===== config.mk =====
export PLATFORM = sky130hd
export DESIGN_NAME = sys_cmd_frame_ctrl
export DESIGN_NICKNAME = d
export VERILOG_FILES = /design/src/rtl/sys_cmd_pkg.sv /design/src/rtl/sys_cmd_timeout.sv /design/src/rtl/sys_cmd_frame_ctrl.sv
export SDC_FILE = /design/constraint.sdc
export NUM_CORES = 1
export LEC_CHECK = 0
export CELL_PAD_IN_SITES_DETAIL_PLACEMENT = 0
export CELL_PAD_IN_SITES_GLOBAL_PLACEMENT = 1
export CORE_AREA = 3 3 115 90
export CTS_CLUSTER_DIAMETER = 120
export DETAILED_ROUTE_END_ITERATION = 10
export DIE_AREA = 0 0 118 93
export GPL_ROUTABILITY_DRIVEN = 0
export PLACE_DENSITY_LB_ADDON = 0.1
export SLEW_MARGIN = 20
export SYNTH_ARGS = -nofsm -noshare
export SYNTH_HDL_FRONTEND = slang
export SYNTH_SLANG_ARGS = --single-unit
export TNS_END_PERCENT = 30

===== constraint.sdc =====
create_clock -name clk -period 6.91 [get_ports clk]
set_input_delay 2.073 -clock clk [delete_from_list [all_inputs] [get_ports clk]]
set_output_delay 2.073 -clock clk [all_outputs]
set_load 0.005 [all_outputs]

===== src/rtl/sys_cmd_pkg.sv =====
// Shared types for the UART command controller:
// FSM states, command bytes and error response codes.
package sys_cmd_pkg;

  typedef enum logic [3:0] {
    IDLE,
    WR_ADDR,
    WR_LEN,
    WR_DATA,
    RD_ADDR,
    RD_LEN,
    RD_REQ,
    RD_WAIT,
    RD_SEND,
    ALU_OPA,
    ALU_OPB,
    ALU_FUN,
    ALU_WAIT,
    ALU_SEND_LO,
    ALU_SEND_HI,
    ERR_SEND
  } state_t;

  localparam logic [7:0] CMD_WR      = 8'hAA;
  localparam logic [7:0] CMD_RD      = 8'hBB;
  localparam logic [7:0] CMD_ALU     = 8'hCC;
  localparam logic [7:0] CMD_ALU_FUN = 8'hDD;
  localparam logic [7:0] CMD_BWR     = 8'hA5;
  localparam logic [7:0] CMD_BRD     = 8'h5A;

  localparam logic [7:0] ERR_CMD = 8'hE1;
  localparam logic [7:0] ERR_LEN = 8'hE2;
  localparam logic [7:0] ERR_TMO = 8'hE3;

endpackage


===== src/rtl/sys_cmd_timeout.sv =====
// Wait-state watchdog: loads CYC-1 on entry to a wait state,
// counts down while enabled and flags the last allowed cycle.
module sys_cmd_timeout #(
  parameter int CYC = 255
) (
  input  logic clk,
  input  logic reset,
  input  logic load,
  input  logic en,
  output logic expired
);

  localparam int W = $clog2(CYC + 1);

  logic [W-1:0] cnt;

  always_ff @(posedge clk or posedge reset) begin
    if (reset) begin
      cnt <= '0;
    end else if (load) begin
      cnt <= W'(CYC - 1);
    end else if (en && cnt != '0) begin
      cnt <= cnt - W'(1);
    end
  end

  assign expired = en && (cnt == '0);

endmodule


===== src/rtl/sys_cmd_frame_ctrl.sv =====
// Framed UART command controller: RF single/burst access,
// ALU start and result return over a valid/ready TX port.
module sys_cmd_frame_ctrl
  import sys_cmd_pkg::*;
#(
  parameter int DATA_W      = 8,
  parameter int ADDR_W      = 4,
  parameter int FUN_W       = 4,
  parameter int TIMEOUT_CYC = 255
) (
  input  logic                clk,
  input  logic                reset,
  input  logic [DATA_W-1:0]   rx_data,
  input  logic                rx_valid,
  input  logic [DATA_W-1:0]   rf_rd_data,
  input  logic                rf_rd_valid,
  input  logic [2*DATA_W-1:0] alu_data,
  input  logic                alu_valid,
  input  logic                tx_ready,
  output logic                alu_en,
  output logic [FUN_W-1:0]    alu_fun,
  output logic                clk_gate_en,
  output logic                clk_div_en,
  output logic                rf_wr_en,
  output logic                rf_rd_en,
  output logic [ADDR_W-1:0]   rf_addr,
  output logic [DATA_W-1:0]   rf_wr_data,
  output logic                tx_valid,
  output logic [DATA_W-1:0]   tx_data,
  output logic                err_pulse,
  output logic                busy
);

  state_t              state;
  logic [ADDR_W-1:0]   addr;
  logic [DATA_W-1:0]   cnt;
  logic [DATA_W-1:0]   hi_byte;
  logic                burst;
  logic                tmo_load;
  logic                tmo_en;
  logic                tmo_hit;
  logic                last;

  assign last = (cnt == DATA_W'(1));

  assign tmo_load = (state == RD_REQ) ||
                    (state == ALU_FUN && rx_valid);
  assign tmo_en   = (state == RD_WAIT) || (state == ALU_WAIT);

  sys_cmd_timeout #(
    .CYC(TIMEOUT_CYC)
  ) u_tmo (
    .clk    (clk),
    .reset  (reset),
    .load   (tmo_load),
    .en     (tmo_en),
    .expired(tmo_hit)
  );

  // Write strobes follow the data byte in the same cycle.
  assign rf_wr_en = rx_valid &&
                    (state == WR_DATA ||
                     state == ALU_OPA ||
                     state == ALU_OPB);
  assign rf_wr_data = rf_wr_en ? rx_data : '0;
  assign rf_rd_en   = (state == RD_REQ);
  assign rf_addr    = (state == ALU_OPA) ? ADDR_W'(0) :
                      (state == ALU_OPB) ? ADDR_W'(1) : addr;

  assign alu_en  = rx_valid && (state == ALU_FUN);
  assign alu_fun = alu_en ? rx_data[FUN_W-1:0] : '0;

  assign clk_gate_en = (state == ALU_FUN)     ||
                       (state == ALU_WAIT)    ||
                       (state == ALU_SEND_LO) ||
                       (state == ALU_SEND_HI);
  assign clk_div_en  = 1'b1;

  assign tx_valid = (state == RD_SEND)     ||
                    (state == ALU_SEND_LO) ||
                    (state == ALU_SEND_HI) ||
                    (state == ERR_SEND);
  assign busy = (state != IDLE);

  always_ff @(posedge clk or posedge reset) begin
    if (reset) begin
      state     <= IDLE;
      addr      <= '0;
      cnt       <= '0;
      hi_byte   <= '0;
      burst     <= 1'b0;
      tx_data   <= '0;
      err_pulse <= 1'b0;
    end else begin
      err_pulse <= 1'b0;
      case (state)
        IDLE: if (rx_valid) begin
          case (rx_data)
            DATA_W'(CMD_WR): begin
              burst <= 1'b0;
              state <= WR_ADDR;
            end
            DATA_W'(CMD_BWR): begin
              burst <= 1'b1;
              state <= WR_ADDR;
            end
            DATA_W'(CMD_RD): begin
              burst <= 1'b0;
              state <= RD_ADDR;
            end
            DATA_W'(CMD_BRD): begin
              burst <= 1'b1;
              state <= RD_ADDR;
            end
            DATA_W'(CMD_ALU):     state <= ALU_OPA;
            DATA_W'(CMD_ALU_FUN): state <= ALU_FUN;
            default: begin
              tx_data   <= DATA_W'(ERR_CMD);
              err_pulse <= 1'b1;
              state     <= ERR_SEND;
            end
          endcase
        end
        WR_ADDR: if (rx_valid) begin
          addr <= rx_data[ADDR_W-1:0];
          if (burst) begin
            state <= WR_LEN;
          end else begin
            cnt   <= DATA_W'(1);
            state <= WR_DATA;
          end
        end
        WR_LEN: if (rx_valid) begin
          if (rx_data == '0) begin
            tx_data   <= DATA_W'(ERR_LEN);
            err_pulse <= 1'b1;
            state     <= ERR_SEND;
          end else begin
            cnt   <= rx_data;
            state <= WR_DATA;
          end
        end
        WR_DATA: if (rx_valid) begin
          addr <= addr + ADDR_W'(1);
          cnt  <= cnt - DATA_W'(1);
          if (last) state <= IDLE;
        end
        RD_ADDR: if (rx_valid) begin
          addr <= rx_data[ADDR_W-1:0];
          if (burst) begin
            state <= RD_LEN;
          end else begin
            cnt   <= DATA_W'(1);
            state <= RD_REQ;
          end
        end
        RD_LEN: if (rx_valid) begin
          if (rx_data == '0) begin
            tx_data   <= DATA_W'(ERR_LEN);
            err_pulse <= 1'b1;
            state     <= ERR_SEND;
          end else begin
            cnt   <= rx_data;
            state <= RD_REQ;
          end
        end
        RD_REQ: state <= RD_WAIT;
        // Data arriving on the expiry cycle beats the timeout.
        RD_WAIT: begin
          if (rf_rd_valid) begin
            tx_data <= rf_rd_data;
            state   <= RD_SEND;
          end else if (tmo_hit) begin
            tx_data   <= DATA_W'(ERR_TMO);
            err_pulse <= 1'b1;
            state     <= ERR_SEND;
          end
        end
        RD_SEND: if (tx_ready) begin
          addr  <= addr + ADDR_W'(1);
          cnt   <= cnt - DATA_W'(1);
          state <= last ? IDLE : RD_REQ;
        end
        ALU_OPA: if (rx_valid) state <= ALU_OPB;
        ALU_OPB: if (rx_valid) state <= ALU_FUN;
        ALU_FUN: if (rx_valid) state <= ALU_WAIT;
        ALU_WAIT: begin
          if (alu_valid) begin
            tx_data <= alu_data[DATA_W-1:0];
            hi_byte <= alu_data[2*DATA_W-1:DATA_W];
            state   <= ALU_SEND_LO;
          end else if (tmo_hit) begin
            tx_data   <= DATA_W'(ERR_TMO);
            err_pulse <= 1'b1;
            state     <= ERR_SEND;
          end
        end
        ALU_SEND_LO: if (tx_ready) begin
          tx_data <= hi_byte;
          state   <= ALU_SEND_HI;
        end
        ALU_SEND_HI: if (tx_ready) state <= IDLE;
        ERR_SEND:    if (tx_ready) state <= IDLE;
        default:     state <= IDLE;
      endcase
    end
  end

endmodule


==> metrics <==
CP Launch Type=primary input; antenna cells=0; Synth Instances=374; TritonCTS Sinks=42; routed vias=3098; final total power=1.57 mW; M1 GR Usage=0.298; # DRC=0; synth unique cells=between 70 and 80; status=complete, no violations; Site Rows=31; Pre-Repair DR Iteration Count=6; fmax=0.165 GHz; Final Max Tran Viols=0; DR vias/cell=5.44; die height=93 um; Hold/Removal Path Class=flip-flop to flip-flop; Routed WL per cell=18.0 um; Iteration-0 DRC Markers=285; cts repair resizes=0; Final min period=6.06 ns; Rel. slew slack=0.337; total track usage=0.186; post-route ant nets=0; clock skew=0.00692 ns; syn nets=417; most frequent cells in the layout=68 x clkdlybuf4s50_1, 46 x nand2_1, 42 x dfrtp_1; clk_lat worst skew=0.29 ns; dpl hpwl=7540 um; Initial Util=0.341; die area=roughly 0.011 mm^2; pre-CTS setup slack=0.879 ns; fill count=939; Synth Cell Area=around 0.0032 mm^2; NumNets Final=480; GRT met2 Usage=0.252; I/O Buffers=68; maximum clock path buffer count=2; busiest grt layer=met1; RSZ-0062 raised after global routing=no; Final WS setup=0.846 ns; total CTS buffers=5; Ys Warns=0; share of async-settable or async-resettable flops after synthesis=1.00; die width=118 um; clk root buf=clkbuf_16; Fin Hold WS=0.493 ns; Post-synth EDFFs=0; sequential share of the synthesized area=0.327; pwr/cell area=378 mW/mm^2; Leak=1.61 nW; IO Count=70; Setup Buffers After CTS=0; layout cells sized above 1=0.114; setup violators final=0; Max Fanout on Critical Path=9; Synth Register Bits=42; number of global-route vias before repair=2841; Worst EP arrival=3.99 ns; grt ovf=0; H-tree lvl count=2; cts hold-fix bufs=0; slew of the pin with the lowest slew margin=roughly 1 ns; total wire length=approximately 10000 um; Final Cycle Share=0.878; Setup crit end kind=output port; most common cell after layout, fill and taps aside=clkdlybuf4s50_1; CTS tree=built; Avg Cell Area, Syn=8.60 um^2; setup TNS=0 ns; GR Util met3=0.0320; Synth-to-Final Area Change=29.4%; first-pass GRT wire length=16100 um; initial antenna violation count=0; Core Area=0.00943 mm^2; largest net degree at the start of global routing=43; clk slew on worst S/H paths=0.07 ns; critical path class=primary input to output port; ys flop type=dfrtp_1; critical path required time=4.84 ns; Max VDD drop=0.149 mV; final hold violation count=0; maxcap violations=0
cell type report:
cell class              count  area [um^2]  share of cell area
clock inverters             2         37.5             0.00902
repair buffers             76          741               0.178
clock buffers               6          129              0.0310
well taps                 132          165              0.0397
multi-input cells         294         1970               0.473
flip-flops and latches     42         1050               0.253
inverters                  18         67.6              0.0162
synthesized netlist by cell type, types with 3 or more instances:
| library cell | number | area share |
|---|---|---|
| mux2_2 | 8 | 0.028 |
| a22oi_1 | 7 | 0.016 |
| nand3_1 | 10 | 0.016 |
| inv_1 | 16 | 0.019 |
| nand2_1 | 46 | 0.054 |
| nor2_1 | 16 | 0.019 |
| nor4_1 | 7 | 0.014 |
| and2_1 | 18 | 0.035 |
| a211oi_1 | 4 | 0.0093 |
| a32oi_1 | 4 | 0.011 |
| buf_2 | 9 | 0.014 |
| buf_6 | 4 | 0.014 |
| a21oi_1 | 25 | 0.039 |
| a31oi_1 | 4 | 0.0078 |
| xnor2_1 | 7 | 0.019 |
| o21ai_0 | 28 | 0.044 |
| nor3_1 | 11 | 0.017 |
| dfrtp_1 | 42 | 0.33 |
| a221oi_1 | 4 | 0.011 |
| ha_1 | 5 | 0.019 |
| nor2b_1 | 4 | 0.0078 |
| clkbuf_1 | 4 | 0.0047 |
| a22o_1 | 8 | 0.022 |
| xor2_1 | 5 | 0.014 |
| nand2b_1 | 4 | 0.0078 |
| nor4bb_1 | 6 | 0.019 |
| buf_4 | 3 | 0.0070 |
| a21o_1 | 3 | 0.0070 |
sequential cells by signal (all words and copies together), names as in the netlist:
signal / flops
cnt: 8
state: 4
err_pulse: 1
hi_byte: 8
tx_data: 8
addr: 4
u_tmo.cnt: 8
burst: 1
routing by layer:
| layer | vias to the layer above | wire (um) | part of all wire |
|---|---|---|---|
| met5 | - | 0 | 0 |
| met3 | 8 | 576 | 0.056 |
| li1 | 1505 | - | - |
| met1 | 1488 | 5360 | 0.52 |
| met2 | 97 | 4180 | 0.41 |
| met4 | 0 | 125 | 0.012 |
stage by stage:
step / instances / utilization / instance area [um^2]
finish: 570 / 0.441 / 4160
global route: 570 / 0.441 / 4160
CTS: 570 / 0.441 / 4160
detailed placement: 562 / 0.424 / 3990
global placement: 562 / 0.424 / 3990
floorplan: 374 / - / 3220
logic make-up after synthesis:
kind of cell / after synthesis / share of synthesized area
other: 1 / 0.00117
buffers and inverters: 38 / 0.0607
adders and majority gates: 5 / 0.0195
xor gates and xnor gates: 12 / 0.0327
AOI/OAI and AO/OA: 115 / 0.256
muxes: 8 / 0.0280
and+or+nand+nor: 153 / 0.275
DFF: 42 / 0.327
critical path: stages:
cell and delay (ns):
clkdlybuf4s50_1 0.65, nand2_1 0.10, a311oi_1 0.33, buf_4 0.20
and2_1 0.13, clkdlybuf4s50_1 0.51
report_power, final:
part	switching (mW)	internal [mW]
clock	0.106	0.171
combinational	0.498	0.392
sequential	0.0742	0.331
total	0.679	0.894
worst paths after layout:
check,end,depth (start not counted),slack [ns],from
setup / recovery,rf_wr_data[7],6,0.85,rx_valid
hold / removal,tx_data[0],1,0.49,tx_data[0]
setup reg to reg,cnt[0],7,3.86,state[1]
hold reg to reg,tx_data[0],1,0.49,tx_data[0]
max in group asynchronous,state[3],3,4.28,reset
min in group asynchronous,u_tmo.cnt[1],3,2.24,reset
(Power assumes the default switching activity.)
